File: config.mk
export PLATFORM = sky130hd
export DESIGN_NAME = mem_ctrl_flat
export DESIGN_NICKNAME = d
export VERILOG_FILES = /design/src/rtl/mem_ctrl_pkg.sv /design/src/rtl/mem_ctrl_if.sv /design/src/rtl/mem_ctrl.sv /design/src/flat_wrapper.sv
export SDC_FILE = /design/constraint.sdc
export NUM_CORES = 1
export LEC_CHECK = 0
export ABC_AREA = 1
export CORE_AREA = 2 2 153 155
export DETAILED_ROUTE_END_ITERATION = 8
export DIE_AREA = 0 0 155 157
export PLACE_DENSITY = 0.77
export SYNTH_ARGS = -nofsm -noshare
export SYNTH_HDL_FRONTEND = slang
export SYNTH_SLANG_ARGS = --single-unit
File: constraint.sdc
create_clock -name clk -period 2.8 [get_ports clk]
set_clock_uncertainty 0.2 [all_clocks]
set_input_delay 0.56 -clock clk [delete_from_list [all_inputs] [get_ports clk]]
set_output_delay 0.56 -clock clk [all_outputs]
set_load 0.05 [all_outputs]
File: src/rtl/mem_ctrl_pkg.sv
// mem_ctrl_pkg: shared constants, state/owner types and small helpers for
// the byte-serial memory controller.
//   ADDR_WIDTH / DATA_WIDTH : request address and data widths
//   IO_SEL_HI/LO, IO_SEL    : address field that selects the IO region
package mem_ctrl_pkg;

  localparam int ADDR_WIDTH = 32;
  localparam int DATA_WIDTH = 32;

  localparam int         IO_SEL_HI = 17;
  localparam int         IO_SEL_LO = 16;
  localparam logic [1:0] IO_SEL    = 2'b11;

  typedef enum logic [1:0] {
    ST_IDLE,
    ST_READ,
    ST_WRITE,
    ST_DONE
  } state_t;

  typedef enum logic {
    OWN_LSB,
    OWN_IF
  } owner_t;

  // Only 1 and 2 are honoured as narrow widths; anything else is a word.
  function automatic logic [2:0] width_to_len(input logic [2:0] w);
    case (w)
      3'd1:    return 3'd1;
      3'd2:    return 3'd2;
      default: return 3'd4;
    endcase
  endfunction

  function automatic logic is_io(input logic [ADDR_WIDTH-1:0] a);
    return a[IO_SEL_HI:IO_SEL_LO] == IO_SEL;
  endfunction

endpackage

File: src/rtl/mem_ctrl_if.sv
// mem_ctrl_if: bundles the two requester channels (LSB, IF), the flush and
// the byte-wide RAM/IO port.
//   master : requester/RAM side (drives requests, mispredict, mem_din, io_buffer_full)
//   slave  : controller side (drives ok/data returns and the RAM bus)
interface mem_ctrl_if;
  import mem_ctrl_pkg::*;

  logic                  enable_from_lsb;
  logic                  read_or_write_from_lsb;
  logic [ADDR_WIDTH-1:0] addr_from_lsb;
  logic [DATA_WIDTH-1:0] data_from_lsb;
  logic [2:0]            width_from_lsb;
  logic                  ok_to_lsb;
  logic [DATA_WIDTH-1:0] data_to_lsb;

  logic                  enable_from_if;
  logic [ADDR_WIDTH-1:0] addr_from_if;
  logic                  ok_to_if;
  logic [DATA_WIDTH-1:0] inst_to_if;

  logic                  mispredict;

  logic [7:0]            mem_din;
  logic [7:0]            mem_dout;
  logic [ADDR_WIDTH-1:0] mem_a;
  logic                  mem_wr;
  logic                  io_buffer_full;

  modport master (
    output enable_from_lsb, read_or_write_from_lsb, addr_from_lsb,
           data_from_lsb, width_from_lsb, enable_from_if, addr_from_if,
           mispredict, mem_din, io_buffer_full,
    input  ok_to_lsb, data_to_lsb, ok_to_if, inst_to_if,
           mem_dout, mem_a, mem_wr
  );

  modport slave (
    input  enable_from_lsb, read_or_write_from_lsb, addr_from_lsb,
           data_from_lsb, width_from_lsb, enable_from_if, addr_from_if,
           mispredict, mem_din, io_buffer_full,
    output ok_to_lsb, data_to_lsb, ok_to_if, inst_to_if,
           mem_dout, mem_a, mem_wr
  );
endinterface

File: src/rtl/mem_ctrl.sv
// mem_ctrl: serves one LSB or IF request at a time over a byte-wide RAM
// port, splitting it into byte transactions and reassembling read data
// little-endian. LSB has priority over IF.
//   clk, rst : clock, synchronous active-high reset
//   rdy      : global ready, low freezes every register
//   bus      : mem_ctrl_if.slave (requests, returns, RAM bus)
//
// state    | meaning
// ---------+-------------------------------------------------------------
// ST_IDLE  | arbitrate and accept a request, presenting byte 0
// ST_READ  | present byte addresses, capture bytes two edges later
// ST_WRITE | present address/data with mem_wr=1, stall on full IO buffer
// ST_DONE  | ok pulse high for one cycle, enables ignored
module mem_ctrl
  import mem_ctrl_pkg::*;
(
  input  logic       clk,
  input  logic       rst,
  input  logic       rdy,
  mem_ctrl_if.slave  bus
);

  state_t                state, state_nxt;
  owner_t                owner, owner_nxt;
  logic                  rw_q, rw_nxt;
  logic [ADDR_WIDTH-1:0] addr_q, addr_nxt;
  logic [DATA_WIDTH-1:0] data_q, data_nxt;
  logic [2:0]            len_q, len_nxt;
  logic [2:0]            sent, sent_nxt;
  logic [2:0]            got, got_nxt;
  // rd_pipe[1] marks an edge whose mem_din belongs to the oldest
  // outstanding address (RAM answers one edge after it samples mem_a).
  logic [1:0]            rd_pipe, pipe_nxt;
  logic [DATA_WIDTH-1:0] buf_q, buf_nxt;
  logic [ADDR_WIDTH-1:0] mem_a_q, mem_a_nxt;
  logic [7:0]            dout_q, dout_nxt;
  logic                  wr_q, wr_nxt;
  logic                  ok_lsb_q, ok_lsb_nxt;
  logic                  ok_if_q, ok_if_nxt;
  logic [DATA_WIDTH-1:0] data_lsb_q, data_lsb_nxt;
  logic [DATA_WIDTH-1:0] inst_q, inst_nxt;

  logic [ADDR_WIDTH-1:0] byte_addr;
  logic [7:0]            store_byte;
  logic [DATA_WIDTH-1:0] read_word;

  always_ff @(posedge clk) begin
    if (rst) begin
      state      <= ST_IDLE;
      owner      <= OWN_LSB;
      rw_q       <= 1'b0;
      addr_q     <= '0;
      data_q     <= '0;
      len_q      <= '0;
      sent       <= '0;
      got        <= '0;
      rd_pipe    <= '0;
      buf_q      <= '0;
      mem_a_q    <= '0;
      dout_q     <= '0;
      wr_q       <= 1'b0;
      ok_lsb_q   <= 1'b0;
      ok_if_q    <= 1'b0;
      data_lsb_q <= '0;
      inst_q     <= '0;
    end else if (rdy) begin
      state      <= state_nxt;
      owner      <= owner_nxt;
      rw_q       <= rw_nxt;
      addr_q     <= addr_nxt;
      data_q     <= data_nxt;
      len_q      <= len_nxt;
      sent       <= sent_nxt;
      got        <= got_nxt;
      rd_pipe    <= pipe_nxt;
      buf_q      <= buf_nxt;
      mem_a_q    <= mem_a_nxt;
      dout_q     <= dout_nxt;
      wr_q       <= wr_nxt;
      ok_lsb_q   <= ok_lsb_nxt;
      ok_if_q    <= ok_if_nxt;
      data_lsb_q <= data_lsb_nxt;
      inst_q     <= inst_nxt;
    end
  end

  always_comb begin
    state_nxt    = state;
    owner_nxt    = owner;
    rw_nxt       = rw_q;
    addr_nxt     = addr_q;
    data_nxt     = data_q;
    len_nxt      = len_q;
    sent_nxt     = sent;
    got_nxt      = got;
    pipe_nxt     = rd_pipe;
    buf_nxt      = buf_q;
    mem_a_nxt    = mem_a_q;
    dout_nxt     = dout_q;
    wr_nxt       = 1'b0;
    ok_lsb_nxt   = 1'b0;
    ok_if_nxt    = 1'b0;
    data_lsb_nxt = data_lsb_q;
    inst_nxt     = inst_q;

    byte_addr  = addr_q + ADDR_WIDTH'(sent);
    store_byte = 8'(data_q >> {sent, 3'b000});
    // buf_q is cleared at accept, so OR-ing the new lane in is enough.
    read_word  = buf_q | (DATA_WIDTH'(bus.mem_din) << {got, 3'b000});

    case (state)
      ST_IDLE: begin
        if (bus.enable_from_lsb || (bus.enable_from_if && !bus.mispredict)) begin
          if (bus.enable_from_lsb) begin
            owner_nxt = OWN_LSB;
            rw_nxt    = bus.read_or_write_from_lsb;
            addr_nxt  = bus.addr_from_lsb;
            data_nxt  = bus.data_from_lsb;
            len_nxt   = width_to_len(bus.width_from_lsb);
          end else begin
            owner_nxt = OWN_IF;
            rw_nxt    = 1'b0;
            addr_nxt  = bus.addr_from_if;
            data_nxt  = '0;
            len_nxt   = 3'd4;
          end
          sent_nxt = '0;
          got_nxt  = '0;
          pipe_nxt = '0;
          buf_nxt  = '0;
          if (!rw_nxt) begin
            mem_a_nxt = addr_nxt;
            sent_nxt  = 3'd1;
            pipe_nxt  = 2'b01;
            state_nxt = ST_READ;
          end else begin
            state_nxt = ST_WRITE;
            if (!(is_io(addr_nxt) && bus.io_buffer_full)) begin
              mem_a_nxt = addr_nxt;
              dout_nxt  = data_nxt[7:0];
              wr_nxt    = 1'b1;
              sent_nxt  = 3'd1;
            end
          end
        end
      end

      ST_READ: begin
        pipe_nxt = {rd_pipe[0], 1'b0};
        if (owner == OWN_IF && bus.mispredict) begin
          state_nxt = ST_IDLE;
          sent_nxt  = '0;
          got_nxt   = '0;
          pipe_nxt  = '0;
          buf_nxt   = '0;
        end else begin
          if (sent < len_q) begin
            mem_a_nxt   = byte_addr;
            sent_nxt    = sent + 3'd1;
            pipe_nxt[0] = 1'b1;
          end
          if (rd_pipe[1]) begin
            got_nxt = got + 3'd1;
            buf_nxt = read_word;
            if (got == len_q - 3'd1) begin
              state_nxt = ST_DONE;
              if (owner == OWN_LSB) begin
                ok_lsb_nxt   = 1'b1;
                data_lsb_nxt = read_word;
              end else begin
                ok_if_nxt = 1'b1;
                inst_nxt  = read_word;
              end
            end
          end
        end
      end

      ST_WRITE: begin
        if (sent < len_q) begin
          if (!(is_io(byte_addr) && bus.io_buffer_full)) begin
            mem_a_nxt = byte_addr;
            dout_nxt  = store_byte;
            wr_nxt    = 1'b1;
            sent_nxt  = sent + 3'd1;
          end
        end else begin
          state_nxt  = ST_DONE;
          ok_lsb_nxt = (owner == OWN_LSB);
          ok_if_nxt  = (owner == OWN_IF);
        end
      end

      ST_DONE: begin
        state_nxt = ST_IDLE;
        sent_nxt  = '0;
        got_nxt   = '0;
        pipe_nxt  = '0;
      end

      default: state_nxt = ST_IDLE;
    endcase
  end

  assign bus.mem_a       = mem_a_q;
  assign bus.mem_dout    = dout_q;
  assign bus.mem_wr      = wr_q;
  assign bus.ok_to_lsb   = ok_lsb_q;
  assign bus.ok_to_if    = ok_if_q;
  assign bus.data_to_lsb = data_lsb_q;
  assign bus.inst_to_if  = inst_q;

endmodule

File: src/flat_wrapper.sv
// flat-port wrapper written by rule: the top's interface ports become plain ports
module mem_ctrl_flat import mem_ctrl_pkg::*;
  (clk, rst, rdy, bus_enable_from_lsb, bus_read_or_write_from_lsb, bus_addr_from_lsb, bus_data_from_lsb, bus_width_from_lsb, bus_enable_from_if, bus_addr_from_if, bus_mispredict, bus_mem_din, bus_io_buffer_full, bus_ok_to_lsb, bus_data_to_lsb, bus_ok_to_if, bus_inst_to_if, bus_mem_dout, bus_mem_a, bus_mem_wr);
  mem_ctrl_if bus_i ();
  input  logic clk;
  input  logic rst;
  input  logic rdy;
  input wire logic [$bits(bus_i.enable_from_lsb)-1:0] bus_enable_from_lsb;
  input wire logic [$bits(bus_i.read_or_write_from_lsb)-1:0] bus_read_or_write_from_lsb;
  input wire logic [$bits(bus_i.addr_from_lsb)-1:0] bus_addr_from_lsb;
  input wire logic [$bits(bus_i.data_from_lsb)-1:0] bus_data_from_lsb;
  input wire logic [$bits(bus_i.width_from_lsb)-1:0] bus_width_from_lsb;
  input wire logic [$bits(bus_i.enable_from_if)-1:0] bus_enable_from_if;
  input wire logic [$bits(bus_i.addr_from_if)-1:0] bus_addr_from_if;
  input wire logic [$bits(bus_i.mispredict)-1:0] bus_mispredict;
  input wire logic [$bits(bus_i.mem_din)-1:0] bus_mem_din;
  input wire logic [$bits(bus_i.io_buffer_full)-1:0] bus_io_buffer_full;
  output wire logic [$bits(bus_i.ok_to_lsb)-1:0] bus_ok_to_lsb;
  output wire logic [$bits(bus_i.data_to_lsb)-1:0] bus_data_to_lsb;
  output wire logic [$bits(bus_i.ok_to_if)-1:0] bus_ok_to_if;
  output wire logic [$bits(bus_i.inst_to_if)-1:0] bus_inst_to_if;
  output wire logic [$bits(bus_i.mem_dout)-1:0] bus_mem_dout;
  output wire logic [$bits(bus_i.mem_a)-1:0] bus_mem_a;
  output wire logic [$bits(bus_i.mem_wr)-1:0] bus_mem_wr;
  assign bus_i.enable_from_lsb = bus_enable_from_lsb;
  assign bus_i.read_or_write_from_lsb = bus_read_or_write_from_lsb;
  assign bus_i.addr_from_lsb = bus_addr_from_lsb;
  assign bus_i.data_from_lsb = bus_data_from_lsb;
  assign bus_i.width_from_lsb = bus_width_from_lsb;
  assign bus_i.enable_from_if = bus_enable_from_if;
  assign bus_i.addr_from_if = bus_addr_from_if;
  assign bus_i.mispredict = bus_mispredict;
  assign bus_i.mem_din = bus_mem_din;
  assign bus_i.io_buffer_full = bus_io_buffer_full;
  assign bus_ok_to_lsb = bus_i.ok_to_lsb;
  assign bus_data_to_lsb = bus_i.data_to_lsb;
  assign bus_ok_to_if = bus_i.ok_to_if;
  assign bus_inst_to_if = bus_i.inst_to_if;
  assign bus_mem_dout = bus_i.mem_dout;
  assign bus_mem_a = bus_i.mem_a;
  assign bus_mem_wr = bus_i.mem_wr;
  mem_ctrl u_core (.clk(clk), .rst(rst), .rdy(rdy), .bus(bus_i));
endmodule
==> impl_metrics.env <==
export IMPL_avgViaCountPerCell=5.24
export IMPL_min_path_type="reg2reg"
export IMPL_clk_network_pwr_share_pct=35.2
export IMPL_global_route_wire_length_before_repair_um=49200
export IMPL_cell_area_power_density_nw_per_um2=662
export IMPL_power_switching_mw=3.13
export IMPL_cell_internal_pwr_mw=6.26
export IMPL_synth_xor_xnor_area_share_pct=1.41
export IMPL_tightestPinTransition_ns=1.10
export IMPL_dpl_cells=1979
export IMPL_layout_nets=1858
export IMPL_vias=10600
export IMPL_crit_path_max_incr_delay_ns=0.38
export IMPL_cp_start_kind="flip-flop"
export IMPL_portBuffers=221
export IMPL_core_area_um2=22500
export IMPL_place_detailed_hpwl_um=21700
export IMPL_floorplan_die_area_um2=24300
export IMPL_worst_skew_pair_late_latency_ns=0.52
export IMPL_drc=0
export IMPL_synthesis_nets=1657
export IMPL_clock_tree_root_cell="sky130_fd_sc_hd__clkbuf_16"
export IMPL_status="finished, final reports clean"
export IMPL_yosys_mux_area_fraction_pct=2.46
export IMPL_first_global_vias=9899
export IMPL_final_cell_mix="sky130_fd_sc_hd__nand2_1 (335), sky130_fd_sc_hd__nor2_1 (246), sky130_fd_sc_hd__clkdlybuf4s50_1 (219)"
export IMPL_final_min_period_over_clock_period_pct=94.4
export IMPL_post_route_cells_drive_above_1_share_pct=6.75
export IMPL_combinational_family_with_the_most_area_after_synthesis="simple AND/OR/NAND/NOR gates"
export IMPL_final_hold_worst_slack_ns=0.242
export IMPL_p_leak_nw=5.75
export IMPL_layout_commonest_cell="sky130_fd_sc_hd__nand2_1"
export IMPL_final_hold_viols=0
export IMPL_die_height_um=157
export IMPL_maxSlewViolCount=0
export IMPL_top_level_ports=222
export IMPL_pre_cts_ws_ns=0.0712
export IMPL_flow_area_growth_from_synthesis_pct=34.2
export IMPL_ctsLongestPathBuffers=3
export IMPL_fp_dieW_um=155
export IMPL_crit_fanout=11
export IMPL_timing_critical_path_cells="ha_2 -> inv_1 -> fa_1 -> inv_2 -> nand3_1 -> nand2_2 -> nand2_4 -> o21bai_4 -> nand2_2 -> nor2_4 -> nand3_4 -> nand3_4 -> buf_6 -> nand2_1 -> nand2_1 -> nor2_1"
export IMPL_layout_min_cycle_time_ns=2.64
export IMPL_setup_viol=0
export IMPL_cts_tree="done"
export IMPL_first_iter_violations=843
export IMPL_worst_setup_path_end_kind="flip-flop"
export IMPL_switching_share_pct=33.4
export IMPL_layout_core_utilization_pct=63.0
export IMPL_cts_reportedPaths_clkPinSlew_ns=0.06
export IMPL_yosys_area_share_simple_pct=26.8
export IMPL_crit_type="reg2reg"
export IMPL_arithmetic_cell_share_of_the_synthesized_area_counting_full_adders_half_adders_and_majority_gates_pct=1.61
export IMPL_rows=55
export IMPL_synth_compound_gate_area_share_pct=17.9
export IMPL_drt_wl_total_um=31300
export IMPL_grt_overflow_total=0
export IMPL_globalplace_congestion=0.952
export IMPL_cts_inserted_buffers=24
export IMPL_maximum_ir_drop_on_the_vdd_rail_mv=0.501
export IMPL_maxClockFrequency_mhz=379
export IMPL_grt_util_all_layers_pct=24.5
export IMPL_post_synth_cell_area_avg_um2=6.91
export IMPL_power_share_combinational_pct=27.6
export IMPL_final_instance_count_excl_fill=2032
export IMPL_fin_ws_ns=0.158
export IMPL_start_util_pct=47.0
export IMPL_antennaDiodeCount=0
export IMPL_postSynthRegisterBits=217
export IMPL_dr_pass1_iters=5
export IMPL_worstPathBufferInverterCount=3
export IMPL_cp_data_required_time_ns=3.03
export IMPL_yosys_warnings=0
export IMPL_report_power_total_mw=9.39
export IMPL_cts_sink_count=217
export IMPL_master_of_the_slowest_instance_on_the_critical_path="sky130_fd_sc_hd__fa_1"
export IMPL_synth_cell_type_count=35
export IMPL_post_detailed_route_wirelength_per_cell_um=15.4
export IMPL_timing_critical_path_max_delay_family="simple AND/OR/NAND/NOR gates"
export IMPL_route_antenna_remaining_nets=0
export IMPL_initial_antenna_violation_count=0
export IMPL_grt_max_degree=99
export IMPL_slew_headroom_pct=26.9
export IMPL_seqPwrFrac_pct=37.3
export IMPL_max_cap_violation_count=0
export IMPL_syn_cell_area_um2=10600
export IMPL_syn_instance_count=1529
export IMPL_htree_levels=1
export IMPL_critPathArrivalTime_ns=2.87
export IMPL_synth_seq_area_share_pct=41.1
## worst paths after layout
kind / start / to / slack (ns) / cells after the start
hold reg to reg: u_core.bus.data_to_lsb[21] / u_core.bus.data_to_lsb[21] / 0.24 / 2
hold / removal: u_core.bus.data_to_lsb[21] / u_core.bus.data_to_lsb[21] / 0.24 / 2
setup reg to reg: u_core.addr_q[0] / u_core.bus.mem_a[25] / 0.16 / 16
setup / recovery: u_core.addr_q[0] / u_core.bus.mem_a[25] / 0.16 / 16
## synthesized netlist by cell type
cell	number	area, µm²
sky130_fd_sc_hd__a211oi_1	36	270
sky130_fd_sc_hd__a21oi_1	115	576
sky130_fd_sc_hd__a22oi_1	24	180
sky130_fd_sc_hd__a31oi_1	2	12.5
sky130_fd_sc_hd__buf_1	7	26.3
sky130_fd_sc_hd__buf_2	22	110
sky130_fd_sc_hd__buf_4	1	7.51
sky130_fd_sc_hd__buf_6	1	11.3
sky130_fd_sc_hd__clkbuf_1	57	214
sky130_fd_sc_hd__clkinv_1	4	15.0
sky130_fd_sc_hd__dfxtp_1	217	4340
sky130_fd_sc_hd__fa_1	1	20.0
sky130_fd_sc_hd__ha_1	12	150
sky130_fd_sc_hd__inv_1	139	522
sky130_fd_sc_hd__inv_2	6	22.5
sky130_fd_sc_hd__mux2i_1	26	260
sky130_fd_sc_hd__nand2_1	336	1260
sky130_fd_sc_hd__nand2_2	4	25.0
sky130_fd_sc_hd__nand3_1	57	285
sky130_fd_sc_hd__nand3_2	1	10.0
sky130_fd_sc_hd__nand3_4	2	35.0
sky130_fd_sc_hd__nand3b_1	5	37.5
sky130_fd_sc_hd__nand4_1	19	119
sky130_fd_sc_hd__nor2_1	251	942
sky130_fd_sc_hd__nor2_2	4	25.0
sky130_fd_sc_hd__nor3_1	10	50.1
sky130_fd_sc_hd__nor4_1	1	6.26
sky130_fd_sc_hd__o21ai_0	104	521
sky130_fd_sc_hd__o21ai_1	1	5.00
sky130_fd_sc_hd__o21bai_1	33	248
sky130_fd_sc_hd__o22ai_1	1	6.26
sky130_fd_sc_hd__o32ai_1	8	70.1
sky130_fd_sc_hd__or2_2	5	31.3
sky130_fd_sc_hd__xnor2_1	5	43.8
sky130_fd_sc_hd__xor2_1	12	105
## metal layers
layer,GRT usage (%),vias up,wire length [µm]
li1,-,5367,-
met3,4.54,49,2310
met4,6.70,0,650
met5,0,-,0
met2,40.5,398,14200
met1,33.0,4835,14100
## cell type report
type                       count  area [µm²]
fill                        1993        8320
timing repair buffer         263        2740
tap                          285         357
sequential                   217        4350
clock inverter                10         144
clock buffer                  33         684
inverter                     149         561
multi-input combinational   1075        5350
## sequential cells by signal, summed over array words and instances (netlist names)
signal / cells
u_core.bus.ok_to_if: 1
u_core.rd_pipe: 2
u_core.state: 2
u_core.sent: 3
u_core.bus.mem_dout: 8
u_core.owner: 1
u_core.buf_q: 32
u_core.len_q: 3
u_core.bus.data_to_lsb: 32
u_core.bus.mem_wr: 1
u_core.got: 3
u_core.bus.ok_to_lsb: 1
u_core.bus.inst_to_if: 32
u_core.addr_q: 32
u_core.bus.mem_a: 32
u_core.data_q: 32
## per-stage QoR
stage	TNS, ns	instance area [µm²]
global placement	0	13100
detailed placement	0	13100
global route	-0.00390	14200
finish	0	14200
floorplan	0	10600
CTS	0	14000
## logic make-up after synthesis
kind of cell               count (synthesis)
adders and majority gates                 13
xor gates and xnor gates                  17
buffers and inverters                    237
and+or+nand+nor                          695
AOI/OAI and AO/OA                        324
DFF                                      217
muxes                                     26
## worst min-delay path: stages, from the launching register on
cell and delay, ns:
sky130_fd_sc_hd__dfxtp_1 0.31, sky130_fd_sc_hd__inv_1 0.05, sky130_fd_sc_hd__a21oi_1 0.05
## power groups by stage
stage / clock network (mW) / registers (mW) / logic (mW)
final: 3.30 / 3.50 / 2.59
after global routing: 3.48 / 3.53 / 2.83
after floorplan: 0 / 3.90 / 1.25
after CTS: 3.35 / 3.49 / 2.47
after global placement: 0 / 3.56 / 2.42
after detailed placement: 0 / 3.56 / 2.45
## timing repair
action | CTS | global route
endpoints found under the hold margin | 0 | 0
hold buffers | 0 | 0
resized for setup | 0 | 15
endpoints found under the setup margin | 0 | 43
buffers inserted | 0 | 4
Note: power is estimated with default switching activity, not from simulation.
